==> src/rtl/clk_div_prog_pkg.sv <==
// Shared types and helpers for the programmable clock divider.
package clk_div_prog_pkg;

    typedef enum logic [1:0] {
        IDLE     = 2'd0,
        RUN      = 2'd1,
        STOPPING = 2'd2
    } state_e;

    localparam int unsigned DIV_MIN = 2;
    localparam int unsigned CALC_W  = 32;

    // Ratios 0 and 1 cannot form a clock period, so they map to the minimum.
    function automatic logic [CALC_W-1:0] clamp_div(input logic [CALC_W-1:0] n);
        return (n < CALC_W'(DIV_MIN)) ? CALC_W'(DIV_MIN) : n;
    endfunction

    // Length of the high phase: ceil(n/2).
    function automatic logic [CALC_W-1:0] hi_len(input logic [CALC_W-1:0] n);
        return (n >> 1) + CALC_W'(n[0]);
    endfunction

endpackage

==> src/rtl/clk_div_prog_cnt.sv <==
// Period counter: wraps at i_div-1 and derives the divided-clock phase.
module clk_div_prog_cnt
    import clk_div_prog_pkg::*;
#(
    parameter int unsigned DIV_W = 8
) (
    input  logic             i_clk,
    input  logic             i_rst,
    input  logic             i_clr,
    input  logic             i_start,
    input  logic             i_adv,
    input  logic [DIV_W-1:0] i_div,
    output logic             o_wrap_c,
    output logic             o_phase_nxt_c
);

    logic [DIV_W-1:0] r_cnt;
    logic             r_phase;
    logic [DIV_W-1:0] w_cnt_nxt;
    logic [DIV_W-1:0] w_hi;

    always_comb begin
        w_hi          = DIV_W'(hi_len(CALC_W'(i_div)));
        o_wrap_c      = (r_cnt == (i_div - DIV_W'(1)));
        w_cnt_nxt     = r_cnt;
        o_phase_nxt_c = r_phase;
        if (i_clr) begin
            w_cnt_nxt     = '0;
            o_phase_nxt_c = 1'b0;
        end else if (i_start) begin
            w_cnt_nxt     = '0;
            o_phase_nxt_c = 1'b1;
        end else if (i_adv) begin
            w_cnt_nxt     = o_wrap_c ? '0 : r_cnt + DIV_W'(1);
            o_phase_nxt_c = (w_cnt_nxt < w_hi);
        end
    end

    always_ff @(posedge i_clk) begin
        if (i_rst) begin
            r_cnt   <= '0;
            r_phase <= 1'b0;
        end else begin
            r_cnt   <= w_cnt_nxt;
            r_phase <= o_phase_nxt_c;
        end
    end

endmodule

==> src/rtl/clk_div_prog.sv <==
// Glitch-free programmable integer clock divider with boundary-aligned updates.
// Optional o_tick clock-enable output when CLK_DIV_PROG_TICK_EN is defined.
module clk_div_prog
    import clk_div_prog_pkg::*;
#(
    parameter int unsigned DIV_W   = 8,
    parameter int unsigned RST_DIV = 2,
    parameter bit          RST_INV = 1'b0
) (
    input  logic             i_clk,
    input  logic             i_rst,
    input  logic             i_en,
    input  logic [DIV_W-1:0] i_div,
    input  logic             i_div_valid,
    output logic             o_div_ack,
    input  logic             i_inv,
    output logic             o_busy,
    output logic             o_clk
`ifdef CLK_DIV_PROG_TICK_EN
    ,
    output logic             o_tick
`endif
);

    state_e           r_state;
    state_e           w_state_nxt;
    logic [DIV_W-1:0] r_div_act;
    logic [DIV_W-1:0] r_div_nxt;
    logic             r_inv;
    logic             r_pending;

    logic             w_start;
    logic             w_adv;
    logic             w_clr;
    logic             w_apply;
    logic             w_inv_load;
    logic             w_inv_nxt;
    logic             w_wrap;
    logic             w_phase_nxt;
    logic [DIV_W-1:0] w_div_clamped;

    clk_div_prog_cnt #(
        .DIV_W (DIV_W)
    ) u_cnt (
        .i_clk         (i_clk),
        .i_rst         (i_rst),
        .i_clr         (w_clr),
        .i_start       (w_start),
        .i_adv         (w_adv),
        .i_div         (r_div_act),
        .o_wrap_c      (w_wrap),
        .o_phase_nxt_c (w_phase_nxt)
    );

    assign w_div_clamped = DIV_W'(clamp_div(CALC_W'(i_div)));
    assign w_inv_nxt     = w_inv_load ? i_inv : r_inv;
    assign o_busy        = r_pending;

    // Next-state and control: ratio/polarity only change on period boundaries.
    always_comb begin
        w_state_nxt = r_state;
        w_start     = 1'b0;
        w_adv       = 1'b0;
        w_clr       = 1'b0;
        w_apply     = 1'b0;
        w_inv_load  = 1'b0;
        unique case (r_state)
            IDLE: begin
                w_inv_load = 1'b1;
                w_apply    = r_pending;
                if (i_en) begin
                    w_state_nxt = RUN;
                    w_start     = 1'b1;
                end else begin
                    w_clr = 1'b1;
                end
            end
            RUN: begin
                w_adv = 1'b1;
                if (w_wrap) begin
                    w_apply    = r_pending;
                    w_inv_load = 1'b1;
                end
                if (!i_en) begin
                    w_state_nxt = STOPPING;
                end
            end
            STOPPING: begin
                w_adv = 1'b1;
                if (w_wrap) begin
                    w_apply    = r_pending;
                    w_inv_load = 1'b1;
                end
                if (i_en) begin
                    w_state_nxt = RUN;
                end else if (w_wrap) begin
                    w_state_nxt = IDLE;
                    w_adv       = 1'b0;
                    w_clr       = 1'b1;
                end
            end
            default: begin
                w_state_nxt = IDLE;
                w_clr       = 1'b1;
            end
        endcase
    end

    always_ff @(posedge i_clk) begin
        if (i_rst) begin
            r_state <= IDLE;
        end else begin
            r_state <= w_state_nxt;
        end
    end

    // o_clk is a single flop so simultaneous phase/polarity changes cannot glitch.
    always_ff @(posedge i_clk) begin
        if (i_rst) begin
            r_div_act <= DIV_W'(RST_DIV);
            r_div_nxt <= DIV_W'(RST_DIV);
            r_inv     <= RST_INV;
            r_pending <= 1'b0;
            o_div_ack <= 1'b0;
            o_clk     <= RST_INV;
        end else begin
            o_div_ack <= w_apply;
            o_clk     <= w_phase_nxt ^ w_inv_nxt;
            r_inv     <= w_inv_nxt;
            if (w_apply) begin
                r_div_act <= r_div_nxt;
                r_pending <= 1'b0;
            end
            if (i_div_valid && !r_pending) begin
                r_div_nxt <= w_div_clamped;
                r_pending <= 1'b1;
            end
        end
    end

`ifdef CLK_DIV_PROG_TICK_EN
    logic r_phase;

    // Tick marks the cycle in which the phase rises.
    always_ff @(posedge i_clk) begin
        if (i_rst) begin
            r_phase <= 1'b0;
            o_tick  <= 1'b0;
        end else begin
            r_phase <= w_phase_nxt;
            o_tick  <= w_phase_nxt & ~r_phase;
        end
    end
`endif

endmodule

==> config.mk <==
export PLATFORM = sky130hd
export DESIGN_NAME = clk_div_prog
export DESIGN_NICKNAME = d
export VERILOG_FILES = /design/src/rtl/clk_div_prog_pkg.sv /design/src/rtl/clk_div_prog_cnt.sv /design/src/rtl/clk_div_prog.sv
export SDC_FILE = /design/constraint.sdc
export NUM_CORES = 1
export LEC_CHECK = 0
export BUFFER_PORTS_ARGS = -buffer_cell sky130_fd_sc_hd__buf_2
export CAP_MARGIN = 10
export CORE_UTILIZATION = 40
export CTS_CLUSTER_DIAMETER = 100
export DETAILED_ROUTE_END_ITERATION = 8
export PLACE_DENSITY = 0.58
export SLEW_MARGIN = 0
export SYNTH_ARGS = -nofsm -noshare
export SYNTH_HDL_FRONTEND = slang
export SYNTH_SLANG_ARGS = --single-unit
==> constraint.sdc <==
create_clock -name i_clk -period 6.9 [get_ports i_clk]
set_clock_uncertainty 0.05 [all_clocks]
set_input_delay 0.69 -clock i_clk [delete_from_list [all_inputs] [get_ports i_clk]]
set_output_delay 0.69 -clock i_clk [all_outputs]
set_load 0.01 [all_outputs]
# Word-level counts from Yosys, hierarchy flattened
# Index checks and enable logic that the tools add are counted.
op_classes:
  multipliers: 0
  eq_ne: 6
  shift: 0
  n_mux: 25
  n_div: 0
  n_lt_le_gt_ge: 2
  bitwise: 1
  add_sub_neg: 3
  reduce_logical: 7
op_table:
  columns: ["operator", "n"]
  rows:
  - ["$mux W8", 2]
  - ["$mux W1", 14]
  - ["$add A7 B1 Y8", 1]
  - ["$add A8 B1 Y8 const B", 1]
  - ["$eq A8 B8 Y1", 1]
  - ["$lt A8 B2 Y1 const B", 1]
  - ["$lt A8 B8 Y1", 1]
  - ["$mux W2", 4]
  - ["$sub A8 B1 Y8 const B", 1]
  - ["$pmux W1 S2", 3]
  - ["$pmux W2 S3", 1]
  - ["$ne A2 B2 Y1 const B", 2]
  - ["$ne A3 B2 Y1 const B", 1]
  - ["$pmux W1 S3", 1]
  - ["$reduce_and A3 Y1", 1]
  - ["$reduce_or A3 Y1", 1]
  - ["$eq A2 B1 Y1 const B", 1]
  - ["$eq A2 B2 Y1 const B", 1]
  - ["$logic_not A2 Y1", 1]
  - ["$reduce_bool A2 Y1", 1]
  - ["$reduce_or A2 Y1", 1]
  - ["$logic_and A1 B1 Y1", 1]
  - ["$logic_not A1 Y1", 1]
  - ["$xor A1 B1 Y1", 1]
totals:
  elab_cells: 53
  romBits: 0
  regBits: 31
  latch_bits: 0
  inputBits: 13
  ram_bits: 0
  memories: 0

# Depth between registers and ports, before layout
logic_depth:
  ltp_word: 9
  depth_mapped: 17

# Cells and area by module
# A second synthesis with hierarchy kept.
hier_totals:
  hier_cells: 244
  hier_area_um2: 2102.0
modules_own_cells:
  columns: ["mod", "n_inst", "cells_each", "area_each_um2"]
  rows:
  - ["clk_div_prog_cnt", 1, 142, 1143.6]
  - ["clk_div_prog", 1, 102, 958.4]

# Least setup slack after synthesis
# Ideal clock, no wire load.
synth_path:
  kind: "register to register"
  from: "reg r_div_act[0]"
  to: "reg o_clk"
  arrival_ps: 3623
  required_ps: 6788
  path_stages_with_launch: 18
  setup_slack_ps: 3165
  period_less_slack_ps: 3735
  path_buffers: 2
  cell_sequence: "dfxtp_1 inv_1 ha_1 and2_1 o21a_1 o31ai_1 and3_1 clkbuf_1 buf_2 nor2_1 ha_1 o21a_1 nor2_1 nor3b_1 a2111o_1 a21oi_2 or4b_1 nand3_1"
synth_between:
  elab_chain_cells: 9
synth_lines:
  columns: ["element", "line", "text"]
  rows:
  - ["from (decl)", "clk_div_prog.sv:27", "logic [DIV_W-1:0] r_div_act;"]
  - ["from (signal assigned)", "clk_div_prog.sv:120", "r_div_act <= DIV_W'(RST_DIV);"]
  - ["from (signal assigned)", "clk_div_prog.sv:131", "r_div_act <= r_div_nxt;"]
  - ["branches (longest 8 deep; another with $sub A8 B1 Y8)", null, null]
  - ["$xor A1 B1 Y1 (*)", "clk_div_prog.sv:128", "o_clk <= w_phase_nxt ^ w_inv_nxt;"]
  - ["to (signal assigned)", "clk_div_prog.sv:128", null]
  - ["to (decl)", "clk_div_prog.sv:18", "output logic o_clk"]
# Every way passes the cells marked *.
# A chain may end at the register's enable or synchronous reset.

# Final worst setup path
# Ends and elaborated chain as after synthesis.

==> reports/metrics.cfg <==
[outcome]
run_status=finished, final reports clean

[cts]
cts.hold.buffers_added=0
path_clk_slew_ps=70
cts.sinks=31
max-clock-path-buffers=2
number_of_cts_inserted_buffers=5
htreeDepth=2
cts_resized=0
clock_tree.root_cell=clkbuf_8
cts_post_setup_buffers_inserted=0
cts_tree=built
clk-insertion-delay-late_ps=280

[sta]
finalCriticalPeriod_ps=4130
rsz0062_at_grt=no
setup_viol=0
hold_viol_final=0
achievable-frequency_ghz=0.242
finalHoldWorstSlack_ps=407
total_neg_setup_slack_ps=0
final_period_utilization_pct=59.8
max_slew.worst_pin.slew_ps=935
maxSlewHeadroom_pct=37.4
timing.final.max_slew_violations=0

[yosys]
yosys_most_used_dff=dfxtp_1
syn-mean-instance-area_um2=8.25
synth_enable_flop_cells=0
synth_fp_nets=277
count_of_distinct_cell_types_in_the_synthesized_netlist=46
ys_ff_latch=31
synth-seq-area-share_pct=30.2
syn_inst=249
post_synth_design_cell_area_um2=2050
yosys_synthesis_warning_count=0
asyncSetResetFlopFracSynth_pct=0

[grt]
grt_pass1_vias=1597
track_usage_pct=18.1
globalRoute.totalOverflow=0
grt_first_pass_wirelength_um=7360
largest_net_degree_at_the_start_of_global_routing=22
grt_antenna_before_repair=0

[min_path]
holdPathStages=2
hp-class=flop to flop

[route]
detail_route.vias_per_cell=5.25
wire_per_inst_um=13.6
final_antenna_net_count=0
firstDrtPassIters=4
detail_route.drc_violations=0
routed_wl_um=4410
drt_first_iter_violations=107
vias=1707

[pwr]
seq_power_share_pct=45.2
switchingPower_mw=0.130
static-leakage-power_nw=0.897
power_frac_clock_pct=33.4
swShare_pct=29.8
worst_ir_drop_vdd_v=0.000102
p_per_area_nw_per_um2=195
internal_power_mw=0.307
comb_power_share_pct=21.3
total_power_mw=0.438

[floorplanning]
floorplan.rows=25
start_util_pct=42.6
die_area_um2=5430
ports=16
die_h_um=73.7
die_x_um=73.7
core_area_um2=4820

[setup_path]
reg2reg_depth=15
crit_type=flop to flop
worst-endpoint-required_ps=7080
worst_setup_path_end_kind=flop
worst_ep_arrival_time_ps=4300
timing.critical_path.from_type=flop
path_max_fanout=14

[layout]
layout-drive-gt1-share_pct=11.2
syn2layout_area_growth_pct=9.07
design.final.nets=286
layout_commonest_cell=nor2_1
most-common-layout-cells=32 x nor2_1, 31 x dfxtp_1, 20 x nand2_1, 16 x a21oi_1
antenna_cells=0

[place]
finalWeightedCongestion=0.846
hpwlAfterDp_um=3310
numPortBuffers=15

[job]
max_cap_violations=0

## per-stage QoR
step	area [µm²]	utilization (%)	cells	setup WS (ps)
after floorplan	2050	-	249	3170
after global placement	2150	44.7	318	2830
after detailed placement	2150	44.7	318	2810
after CTS	2240	46.5	325	2780
after global routing	2240	46.5	325	2430
final	2240	46.5	325	2770
## path summary, 6_finish.rpt
path	start	endpoint	slack (ps)
worst max-delay path	r_div_act[0]	o_clk	2770
worst min-delay path	r_div_nxt[3]	r_div_nxt[3]	410
worst max register to register	r_div_act[0]	o_clk	2770
worst min register to register	r_div_nxt[3]	r_div_nxt[3]	410
## area by class of cell
type | count | area [µm²]
clock buffer | 6 | 82.6
clock inverter | 1 | 5.00
fill | 495 | 2580
inverter | 8 | 30.0
multi-input combinational | 197 | 1340
sequential | 31 | 621
tap | 67 | 83.8
timing repair buffer | 15 | 75.1
## kinds of logic (layout without fill, tap and decap cells)
kind of cell / Yosys count / count (layout) / synth area share [%]
buffers and inverters: 21 / 30 / 4.38
AO/OA/AOI/OAI: 46 / 46 / 16.9
multiplexers: 9 / 9 / 4.39
flip-flops: 31 / 31 / 30.2
AND/OR/NAND/NOR: 107 / 107 / 26.4
XOR/XNOR: 20 / 20 / 8.53
adder cells (fa/ha/maj): 15 / 15 / 9.14
## worst max-delay path, stage by stage (launching register included)
cell and delay, ps:
dfxtp_1 420, inv_1 70, ha_1 240, and2_1 200, o21a_1 190, o31ai_1 650, and3_1 590, nor2_1 120
ha_1 320, nand4_1 140, a21oi_1 220, nor4b_1 80, nand4_1 110, a21oi_2 80, or4b_1 500, nand3_1 90
## sequential cells by signal (all words and copies together), names as in the netlist
signal	cells
o_busy	1
o_clk	1
o_div_ack	1
r_div_act	8
r_div_nxt	8
r_inv	1
r_state	2
u_cnt.r_cnt	8
u_cnt.r_phase	1
## Yosys cell counts (2+ instances only)
cell / number / share of area (%)
a2111o_1: 2 / 1.1
a211oi_1: 2 / 0.73
a21oi_1: 16 / 3.9
a31o_2: 2 / 0.85
a41oi_1: 3 / 1.3
and2_1: 5 / 1.5
and3_1: 5 / 1.5
buf_2: 3 / 0.73
buf_4: 2 / 0.73
clkbuf_1: 8 / 1.5
dfxtp_1: 31 / 30
ha_1: 15 / 9.1
inv_1: 8 / 1.5
mux2i_1: 9 / 4.4
nand2_1: 20 / 3.7
nand2b_1: 2 / 0.61
nand3_1: 15 / 3.7
nand4_1: 4 / 1.2
nor2_1: 32 / 5.8
nor2b_1: 6 / 1.8
nor3_1: 9 / 2.2
nor3b_1: 2 / 0.73
o2111ai_1: 2 / 0.85
o21a_1: 2 / 0.73
o21ai_0: 4 / 0.97
o311a_1: 2 / 0.97
xnor2_1: 9 / 3.8
xor2_1: 11 / 4.7
## power groups by stage
stage / clock [mW] / combinational (mW) / sequential (mW)
after floorplan: 0 / 0.0737 / 0.200
after global routing: 0.160 / 0.104 / 0.199
final: 0.146 / 0.0933 / 0.198
after CTS: 0.153 / 0.0934 / 0.198
after global placement: 0 / 0.0936 / 0.202
after detailed placement: 0 / 0.0929 / 0.202
## routing by layer
layer	part of all wire, %	vias to the layer above	global-route usage, %
met3	2.6	7	4.12
met2	45	17	28.8
met1	51	782	23.7
met5	0	-	0
met4	1.7	0	6.84
li1	-	901	-
(Power assumes the default switching activity.)
